**src/rtl/multdiv_ctrl_pkg.sv**
```systemverilog
// ============================================================================
//  Module      : multdiv_ctrl_pkg
//  Description : Shared state encoding and constants for the multdiv
//                sequencing controller.
//  Revision    : 1.0  initial release
// ============================================================================
`default_nettype none

package multdiv_ctrl_pkg;

  typedef enum logic [1:0] {
    S_IDLE  = 2'd0,
    S_ISSUE = 2'd1,
    S_WAIT  = 2'd2,
    S_WB    = 2'd3
  } state_t;

  localparam logic [4:0]  OPCODE_RTYPE = 5'b00000;
  localparam logic [4:0]  ALUOP_MULT   = 5'b00110;
  localparam logic [4:0]  ALUOP_DIV    = 5'b00111;

  localparam logic [4:0]  RSTATUS_REG  = 5'd30;
  localparam logic [31:0] EXC_MULT     = 32'd4;
  localparam logic [31:0] EXC_DIV      = 32'd5;

  localparam logic [5:0]  TIMEOUT      = 6'd63;

endpackage

`default_nettype wire

```
**src/rtl/multdiv_ctrl.sv**
```systemverilog
// ============================================================================
//  Module      : multdiv_ctrl
//  Description : Sequences a multi-cycle mult/div: stalls the core, pulses the
//                unit start, waits for the result (with timeout) and writes it
//                back. Define MULTDIV_EXC_EN to redirect exceptions to r30.
//  Revision    : 1.0  initial release
// ============================================================================
`default_nettype none

module multdiv_ctrl
  import multdiv_ctrl_pkg::*;
(
  input  logic        clock,
  input  logic        reset,
  input  logic [4:0]  opcode,
  input  logic [4:0]  aluOp,
  input  logic [4:0]  rd,
  input  logic        md_ready,
  input  logic        md_exception,
  input  logic [31:0] md_result,
  output logic        ctrl_MULT,
  output logic        ctrl_DIV,
  output logic        stall,
  output logic        wb_en,
  output logic [4:0]  wb_reg,
  output logic [31:0] wb_data
);

  state_t      r_state;
  state_t      w_state_next;
  logic [5:0]  r_cnt;
  logic [4:0]  r_rd;
  logic        r_is_div;
  logic [31:0] r_result;
  logic        r_exc;

  logic        w_is_mult;
  logic        w_is_div;
  logic        w_decode;
  logic [5:0]  w_cnt_inc;
  logic        w_timeout;

  assign w_is_mult = (opcode == OPCODE_RTYPE) && (aluOp == ALUOP_MULT);
  assign w_is_div  = (opcode == OPCODE_RTYPE) && (aluOp == ALUOP_DIV);
  assign w_decode  = w_is_mult || w_is_div;
  assign w_cnt_inc = r_cnt + 6'd1;
  // Timeout fires on the WAIT cycle in which the counter reaches its limit
  assign w_timeout = (w_cnt_inc == TIMEOUT);

`ifndef MULTDIV_EXC_EN
  logic w_unused_exc;
  assign w_unused_exc = r_exc;
`endif

  always_ff @(posedge clock) begin
    if (!reset) begin
      r_state <= S_IDLE;
    end else begin
      r_state <= w_state_next;
    end
  end

  always_ff @(posedge clock) begin
    if (!reset) begin
      r_cnt    <= '0;
      r_rd     <= '0;
      r_is_div <= 1'b0;
      r_result <= '0;
      r_exc    <= 1'b0;
    end else begin
      case (r_state)
        S_IDLE: begin
          if (w_decode) begin
            r_rd     <= rd;
            r_is_div <= w_is_div;
          end
        end
        S_ISSUE: r_cnt <= '0;
        S_WAIT: begin
          r_cnt <= w_cnt_inc;
          if (md_ready) begin
            r_result <= md_result;
            r_exc    <= md_exception;
          end else if (w_timeout) begin
            r_result <= '0;
            r_exc    <= 1'b1;
          end
        end
        default: ;
      endcase
    end
  end

  always_comb begin
    w_state_next = r_state;
    stall        = 1'b0;
    ctrl_MULT    = 1'b0;
    ctrl_DIV     = 1'b0;
    wb_en        = 1'b0;
    wb_reg       = '0;
    wb_data      = '0;
    case (r_state)
      S_IDLE: begin
        stall = w_decode;
        if (w_decode) w_state_next = S_ISSUE;
      end
      S_ISSUE: begin
        stall        = 1'b1;
        ctrl_MULT    = ~r_is_div;
        ctrl_DIV     = r_is_div;
        w_state_next = S_WAIT;
      end
      S_WAIT: begin
        stall = 1'b1;
        if (md_ready || w_timeout) w_state_next = S_WB;
      end
      S_WB: begin
        w_state_next = S_IDLE;
        wb_en        = (r_rd != 5'd0);
        wb_reg       = r_rd;
        wb_data      = r_result;
`ifdef MULTDIV_EXC_EN
        if (r_exc) begin
          wb_en   = 1'b1;
          wb_reg  = RSTATUS_REG;
          wb_data = r_is_div ? EXC_DIV : EXC_MULT;
        end
`endif
      end
      default: w_state_next = S_IDLE;
    endcase
    // Outputs are held quiet for the whole reset cycle, not just after it
    if (!reset) begin
      stall     = 1'b0;
      ctrl_MULT = 1'b0;
      ctrl_DIV  = 1'b0;
      wb_en     = 1'b0;
      wb_reg    = '0;
      wb_data   = '0;
    end
  end

endmodule

`default_nettype wire

```
**config.mk**
```make
export PLATFORM = sky130hd
export DESIGN_NAME = multdiv_ctrl
export DESIGN_NICKNAME = d
export VERILOG_FILES = /design/src/rtl/multdiv_ctrl_pkg.sv /design/src/rtl/multdiv_ctrl.sv
export SDC_FILE = /design/constraint.sdc
export NUM_CORES = 1
export LEC_CHECK = 0
export CAP_MARGIN = 10
export CORE_MARGIN = 1.5
export CORE_UTILIZATION = 44
export CTS_BUF_LIST = sky130_fd_sc_hd__clkbuf_16
export DETAILED_ROUTE_END_ITERATION = 10
export GPL_ROUTABILITY_DRIVEN = 0
export GPL_TIMING_DRIVEN = 0
export PLACE_DENSITY = 0.8
export SYNTH_ARGS = -nofsm -noshare
export SYNTH_HDL_FRONTEND = slang
export SYNTH_SLANG_ARGS = --single-unit
```
**constraint.sdc**
```tcl
create_clock -name clock -period 2.1 [get_ports clock]
set_clock_uncertainty 0.1 [all_clocks]
set_input_delay 0.42 -clock clock [delete_from_list [all_inputs] [get_ports clock]]
set_output_delay 0.42 -clock clock [all_outputs]
set_load 0.005 [all_outputs]
```
Yosys cells after proc, flatten, opt, wreduce, memory -nomap -nowiden
Index checks and enable logic that the tools add are counted.
Widths: inputs -> output; s select.
- word-level logic and storage cells: 46
- bits of input ports: 51
- register bits: 46
- output and inout port bits: 41
- eq/ne operators: 8
- reductions and logical operators: 13
- bitwise gates (word level): 1
- mux-type cells: 18
- add/subtract/negate cells: 1
- operator list (cell ; count):
    $mux 32 ; 4
    $pmux 6 s2 ; 1
    $eq 5x3->1 const B ; 2
    $mux 5 ; 2
    $pmux 2 s4 ; 1
    $mux 1 ; 7
    $add 6x1->6 const B ; 1
    $eq 6x6->1 const B ; 1
    $reduce_and 2->1 ; 3
    $logic_not 5->1 ; 1
    $reduce_bool 5->1 ; 1
    $eq 2x2->1 const B ; 2
    $mux 2 ; 2
    $ne 2x2->1 const B ; 2
    $reduce_bool 2->1 ; 2
    $eq 2x1->1 const B ; 1
    $logic_and 1x1->1 ; 2
    $logic_not 2->1 ; 1
    $logic_or 1x1->1 ; 2
    $pmux 1 s2 ; 1
    $reduce_or 2->1 ; 1
    $not 1->1 ; 1

Logic depth before layout (Yosys ltp)
Gate-level depths: netlist of run 1.
- word-level depth: 5
- depth in mapped cells: 7
- mapped depth without buffers: 6

Worst setup path after synthesis of run 1
No wires, ideal clock.
- kind: input port to output port
- from: input opcode[1]
- to: output stall
- arrival time: 1.275 ns
- data required time: 1.580 ns
- path slack: 0.305 ns
- stages: 3
- path buffers: 0
- cell sequence: nor3_1 > nand4_2 > a211oi_1
- cells in the longest elaborated chain, start to end: 5
- elaborated cells between the ends (all ways): 6
- those cells by class: 2 x mux; 4 x reduce/logical
- RTL lines (item ; line ; RTL):
    start: declaration ; multdiv_ctrl.sv:15 ; input logic [4:0] opcode,
    $logic_not 5->1 * ; multdiv_ctrl.sv:43, multdiv_ctrl.sv:44 ;
    $logic_and 1x1->1 (on tied branches) ; multdiv_ctrl.sv:43, multdiv_ctrl.sv:44 ;
    $logic_or 1x1->1 * ; multdiv_ctrl.sv:45 ; assign w_decode = w_is_mult || w_is_div;
    $pmux 1 s2 * ; multdiv_ctrl.sv:102 ; case (r_state)
    $mux 1 * ; multdiv_ctrl.sv:133 ; if (!reset) begin
    end: declaration ; multdiv_ctrl.sv:23 ; output logic stall,
Every way passes the cells marked *; elsewhere a longest branch is shown, timed or not.

Worst setup path in the final report of run 1
- from: register r_state[0]
- to: output wb_data[3]
- cells in the longest elaborated chain, start to end: 3
- RTL lines (item ; line ; RTL):
    start: declaration ; multdiv_ctrl.sv:29 ; state_t r_state;
    start signal: assignment ; multdiv_ctrl.sv:59 ; r_state <= w_state_next;
    $eq 2x2->1 ; multdiv_ctrl.sv:102 ;
    $mux 32 ; multdiv_ctrl.sv:102 ;
    $mux 32 ; multdiv_ctrl.sv:133 ;
    end: declaration ; multdiv_ctrl.sv:26 ; output logic [31:0] wb_data
No other way between the ends.

==> results of run 1 <==
-- final timing paths --
| kind | endpoint | slack, ps | start |
|---|---|---|---|
| worst min register to register | r_result[18]$_SDFFE_PN0P_ | 410 | r_result[18]$_SDFFE_PN0P_ |
| worst min-delay path | r_result[18]$_SDFFE_PN0P_ | 410 | r_result[18]$_SDFFE_PN0P_ |
| worst max register to register | r_result[4]$_SDFFE_PN0P_ | 110 | r_state[0]$_SDFFE_PN0P_ |
| worst max-delay path | wb_data[3] | 40 | r_state[0]$_SDFFE_PN0P_ |
-- metrics by stage --
step	power (mW)	area, sq um	TNS, ps	hold WS, ps	worst slack, ps
after floorplan	0.991	2400	0	378	305
after global placement	1.12	3390	-29320	392	-807
after detailed placement	1.13	3390	-29620	407	-789
after CTS	1.92	3790	0	414	2.16
after global routing	1.99	3790	-5.30	436	-5.30
final	1.93	3790	0	411	41.9
-- cell families after synthesis --
logic type | after synthesis
buf+inv | 34
xor+xnor | 2
simple gates | 105
compound gates | 83
flops | 46
mux | 7
fa+ha+maj | 8
-- synthesized netlist by cell type, types with 2 or more instances --
| library cell | count |
|---|---|
| o21ai_0 | 2 |
| nor2_1 | 12 |
| a311oi_1 | 31 |
| mux2i_1 | 7 |
| a21oi_1 | 38 |
| inv_1 | 7 |
| dfxtp_1 | 46 |
| nand2_1 | 40 |
| o21a_1 | 4 |
| ha_1 | 8 |
| buf_2 | 7 |
| a211oi_1 | 2 |
| nor2b_1 | 2 |
| buf_6 | 3 |
| nand3_1 | 2 |
| nor3_1 | 4 |
| and3_1 | 39 |
| clkbuf_1 | 16 |
| a311oi_2 | 2 |
-- critical path, stage by stage (launching register included) --
cell           delay, ps
dfxtp_4              350
ha_4                 160
buf_8                130
buf_4                140
and3_1               190
dlygate4sd2_1        270
-- sequential cells by signal, indices dropped and copies added (netlist names) --
signal    cells
r_state       2
r_is_div      1
r_result     32
r_cnt         6
r_rd          5
-- repair_timing --
action	in CTS	in global routing
setup buffers	13	4
pin swaps	5	4
hold buffers	0	0
resized for setup	105	24
cloned	4	0
setup endpoints to repair	41	39
hold endpoints to repair	0	0
-- power groups by stage --
stage | Sequential, mW | Clock (mW) | Combinational [mW]
global route | 0.884 | 0.816 | 0.289
floorplan | 0.902 | 0 | 0.0891
detailed placement | 0.904 | 0 | 0.222
finish | 0.884 | 0.777 | 0.272
global placement | 0.903 | 0 | 0.221
CTS | 0.884 | 0.777 | 0.262
-- layer usage --
layer | GRT usage, % | vias to the layer above
met5 | 0 | -
met4 | 9.81 | 0
met3 | 4.88 | 19
met2 | 43.8 | 114
met1 | 31.5 | 1234
li1 | - | 1288
-- placed cells by master, fill, tap and decap left out, types with 5 or more instances in the layout --
master | Yosys | final
dfxtp_1 | 46 | 44
and3_1 | 39 | 39
clkbuf_1 | 16 | 6
clkbuf_8 | 0 | 10
nand2_1 | 40 | 40
buf_4 | 0 | 16
nor2_1 | 12 | 11
clkbuf_4 | 0 | 5
clkbuf_2 | 0 | 12
buf_2 | 7 | 6
a311oi_1 | 31 | 30
inv_1 | 7 | 5
mux2i_1 | 7 | 7
clkbuf_16 | 0 | 5
a21oi_1 | 38 | 38
ha_1 | 8 | 6
dlygate4sd2_1 | 0 | 31
clkdlybuf4s50_1 | 0 | 41
-- layout make-up --
class | instances | area [sq um]
Buffer | 26 | 229
Clock buffer | 5 | 125
Clock inverter | 3 | 17.5
Fill cell | 413 | 1380
Inverter | 8 | 31.3
Multi-Input combinational cell | 205 | 1390
Sequential cell | 46 | 926
Tap cell | 70 | 87.6
Timing Repair Buffer | 111 | 991
==> impl_results.md, run 1 <==
* Status: complete, no violations
* Slew Viols, Final at 0
* WL met2 at 3720 microns
* TritonCTS clock tree: built
* First-pass GRT wire length at 12,300 microns
* Sequential area share after synthesis at 38.3%
* Wl on met1 at 3240 microns
* Largest net degree at the start of global routing at 15
* Worst Setup End Kind: primary output
* Antenna cell count at 0
* Largest family of logic cells by synthesized area: compound AO/OA/AOI/OAI gates
* Vias in the first global route at 2,617
* Switching pwr at 468 uW
* Rel. slew slack at 66.4%
* Yosys cell types at 32
* Final core occ at 73.3%
* DR WL/cell at 16.0 microns
* Period utilization at 98.0%
* Number of synthesized flops with an enable pin at 0
* Post-Synthesis Cells at 285
* Pint at 1.47 mW
* Clock Sinks at 46
* Fmax at 486 MHz
* #FFs+latches synth at 46
* Switching Share at 24.2%
* Final nets at 462
* Synth top area cells: dfxtp_1 38%, a311oi_1 11%, and3_1 10%
* Share of the synthesized area in the top cell type at 38.3%
* Pre-antenna DRT Iters at 4
* Num CTS Buffers at 5
* Simple-Gate Fraction of Synth Area at 22.6%
* Total I/O pin count at 92
* Worst-margin pin slew at 503 ps
* Fin cells at 474
* WP data arrival at 1540 ps
* Layout area overhead at 57.9%
* Skew-Pair Late Insertion Delay at 290 ps
* Rows at 26
* Worst R2R Path Depth at 8
* Crit Path Class: reg -> out
* Met3 Wirelength at 465 microns
* Synth warn at 0
* Startpoint Class: register
* Die ar. at 5910 sq um
* Synthesized area per cell at 8.43 sq um
* Detailed Route WL at 7600 microns
* DRT antenna net count at 0
* Worst EP required at 1580 ps
* Final setup violation count at 0
* Root Buffer: clkbuf_16
* Peak VDD IR at 0.000377 V
* Post-Synth XOR/XNOR Area at 1.04%
* Post-Synth Adder-Cell Area at 4.17%
* Asr flop ratio synth at 0%
* H-tree depth at 2
* Layout cells sized above 1 at 20.3%
* Clock Power Share at 40.2%
* Mux cell area share after synthesis at 2.92%
* Detailed-route via count at 2,655
* LEAKAGE at 1.73 nW
* P per Cell Area at 509 nW/um^2
* Core Box Area at 5170 sq um
* Initial core utilization at 46.4%
* Hold path depth at 2
* Final hold violation count at 0
* Chip width at 76.9 microns
* Final Critical Period at 2060 ps
* Cell area after synthesis at 2400 sq um
* DR top layer: met4
* Main synth FF type: dfxtp_1
* Reg power frac at 45.7%
* Logic gate share of total power at 14.1%
* Die Y at 76.9 microns
* Clk buf depth at 2
* Vias per cell at 5.60
* Synth area leader: dfxtp_1
* Max-Cap Viols at 0
* Final HPWL DP at 4790 microns
* Hold Crit Class: reg -> reg
* Initial drt markers at 122
* Placed instance count at 445
* Syn nets at 344
* PortBufs at 90
* Critical Path Fanout Max at 6
* DRC violations left at 0
* Gr usage total at 25.6%
* Initial antenna violation count at 0
* GRT Residual Overflow at 0
* Clock-pin slew on the worst setup and hold paths at 70 ps
* Synth Area in Compound Gates at 24.4%
(Power assumes the default switching activity.)
==> inputs of run 2 (changes only) <==
CTS_CLUSTER_DIAMETER = 30   (was unset)
==> results of run 2 <==
Same layout as run 1: the final DEF is identical, and so are final timing and power.
==> inputs of run 3 (changes only) <==
clock period = 2 ns   (was 2.1 ns; I/O delays follow)
==> run 3 against run 2 <==
Largest power group unchanged. Critical path type unchanged. Clock power up 5.7%. Hold slack about the same. Critical endpoint is now wb_data[30]. First-iteration DRC count up 40%. Die area unchanged. Via count up 1.6%. Highest routed layer unchanged. Critical path depth unchanged. Combinational power up 8.5%. Flip-flop and latch count unchanged.
==> impl_results.md, run 3 (synthesis gave the netlist of run 1 again) <==
* Commonest non-fill, non-tap cells in the layout: 44 x dfxtp_1, 40 x nand2_1, 40 x clkdlybuf4s50_1, 38 x a21oi_1, 33 x and3_1
* Vias per cell at 5.67 (+1.2%)
* Startpoint Class: register
* Layout cells sized above 1 at 21.7% (+1.4 points)
* Antenna cell count at 0 (unchanged)
* Hold-fix buffers at CTS at 0 (unchanged)
* WP data arrival at 1490 ps (-50 ps)
* Vias in the first global route at 2,581 (-1.4%)
* Setup TNS at 0 ps (unchanged)
* Met1 Use GR at 31.6% (+0.10 points)
* Worst EP required at 1500 ps (-80 ps)
* Crit Path Class: reg -> out
* Final HPWL DP at 4790 microns (unchanged)
* Skew-Pair Late Insertion Delay at 290 ps (about the same)
* Reg power frac at 45.4% (-0.3 points)
* Die ar. at 5910 sq um (unchanged)
* Switching Share at 24.6% (+0.40 points)
* Clock Sinks at 46 (unchanged)
* Pint at 1.54 mW (+5.2%)
* Leading cell type in the layout, fill and taps excluded: dfxtp_1
* Root Buffer: clkbuf_16
* Worst-margin pin slew at 491 ps (-12.0 ps)
* Clock-pin slew on the worst setup and hold paths at 70 ps (about the same)
* TritonCTS clock tree: built
* Num CTS Buffers at 5 (unchanged)
* Max-Cap Viols at 0 (unchanged)
* Most flops, register: r_result
* Initial core utilization at 46.4% (unchanged)
* DR WL/cell at 16.6 microns (+3.4%)
* Critical Path Fanout Max at 10 (+4)
* Die Y at 76.9 microns (unchanged)
* DRT antenna net count at 0 (unchanged)
* Worst Setup End Kind: primary output
* LEAKAGE at 1.64 nW (-5.0%)
* Tot Pwr at 2.04 mW (+5.8%)
* Worst R2R Path Depth at 8 (unchanged)
* Hold Crit Class: reg -> reg
* Rows at 26 (unchanged)
* Final hold violation count at 0 (unchanged)
* Slowest-stage cell, CP: dfxtp_4
* Slew Viols, Final at 0 (unchanged)
* Initial drt markers at 171 (+40%)
* Gr usage total at 25.3% (-0.29 points)
* Core Box Area at 5170 sq um (unchanged)
* Detailed-route via count at 2,698 (+1.6%)
* Hold path depth at 2 (unchanged)
* Final Critical Period at 1990 ps
* H-tree depth at 2 (unchanged)
* Clk buf depth at 2 (unchanged)
* Top Registers: r_result (32), r_cnt (6), r_rd (5)
* Total I/O pin count at 92 (unchanged)
* Hold Slack at 411 ps (-0.368 ps)
* Switching pwr at 503 uW (+7.6%)
* Pre-antenna DRT Iters at 5 (+1)
* Layout area overhead at 62.0%
* RSZ-0062 raised after global routing: true
* Clock Power Share at 40.1% (about the same)
* Final nets at 464 (+0.43%)
* Peak VDD IR at 0.000413 V (+9.6%)
* Initial antenna violation count at 0 (unchanged)
* Final critical-path setup slack at 7.37 ps (-34.6 ps)
* First-pass GRT wire length at 12,200 microns (-1.1%)
* Filler Cell Count at 381 (-7.7%)
* Chip width at 76.9 microns (unchanged)
* GRT Max-Usage Layer: met2
* DRC violations left at 0 (unchanged)
* Worst path cell trace: ha_4 > buf_4 > buf_8 > and3_4 > dlygate4sd2_1
* Final setup violation count at 0 (unchanged)
* P per Cell Area at 526 nW/um^2 (+3.2%)
* Rel. slew slack at 67.2% (+0.80 points)
* Met2 Use GR at 43.6% (-0.18 points)
* Fmax at 502 MHz
* Dpl ws at -849 ps (-60.0 ps)
* Status: complete, no violations
* GRT Residual Overflow at 0 (unchanged)
* Met3 Usage GRT at 4.29% (-0.60 points)
* Period utilization at 99.6%
* Max stage delay on crit path at 360 ps (about the same)
* Detailed Route WL at 7890 microns (+3.9%)
* Logic gate share of total power at 14.4% (+0.3 points)
* Max FFs per register at 32 (unchanged)
* Largest net degree at the start of global routing at 15 (unchanged)
* PortBufs at 90 (unchanged)
==> run 3: cell types whose count changed in the layout (fill, tap and decap cells not counted), moves of 6 or more <==
cell	change
and3_1	-6
buf_6	+6
clkbuf_2	-6
and3_4	+6
dlygate4sd2_1	-21
clkdlybuf4s15_1	+26
==> run 3: worst paths after layout <==
path	from	end	slack (ps)
worst max-delay path	r_state[0]$_SDFFE_PN0P_	wb_data[30]	7
worst min-delay path	r_result[18]$_SDFFE_PN0P_	r_result[18]$_SDFFE_PN0P_	410
worst max register to register	r_state[0]$_SDFFE_PN0P_	r_result[4]$_SDFFE_PN0P_	80
worst min register to register	r_result[18]$_SDFFE_PN0P_	r_result[18]$_SDFFE_PN0P_	410
==> run 3: routing by layer <==
layer | routed length, microns | share of wire [%]
met5 | 0 | 0
met4 | 117 | 1.5
met3 | 515 | 6.5
met2 | 3960 | 50
met1 | 3300 | 42
==> run 3: cell type report <==
type                       count  area (sq um)  area share, %
tap                           70          87.6           2.25
buffer                        25           235           6.05
timing repair buffer         114          1050           27.1
sequential                    46           926           23.8
clock inverter                 3          17.5          0.450
clock buffer                   5           125           3.22
inverter                       8          36.3          0.932
multi-input combinational    205          1410           36.2
==> run 3: through the flow <==
stage               util (%)  cells  cell area (sq um)
global route            75.2    476               3890
floorplan                  -    285               2400
detailed placement      65.6    445               3390
CTS                     72.9    471               3770
global placement        65.6    445               3390
finish                  75.2    476               3890
==> run 3: critical path: cells and delay by family (launching register included) <==
family,cells,cell delay (ps)
AND/OR/NAND/NOR,1,160
buffers and inverters,3,510
flip-flops,1,360
adder cells (fa/ha/maj),1,170
==> run 3: power by group through the flow <==
stage	combinational, mW	sequential (mW)	clock (mW)
2_1_floorplan	0.0936	0.947	0
3_3_place_gp	0.232	0.948	0
3_5_place_dp	0.233	0.949	0
5_1_grt	0.312	0.929	0.848
6_report	0.295	0.929	0.821
4_1_cts	0.275	0.928	0.816
==> run 3: timing repair <==
action | CTS | global route
setup endpoints to repair | 41 | 58
buffers inserted | 13 | 6
gates resized for setup | 123 | 58
cloned | 5 | 0
pin swaps | 6 | 5
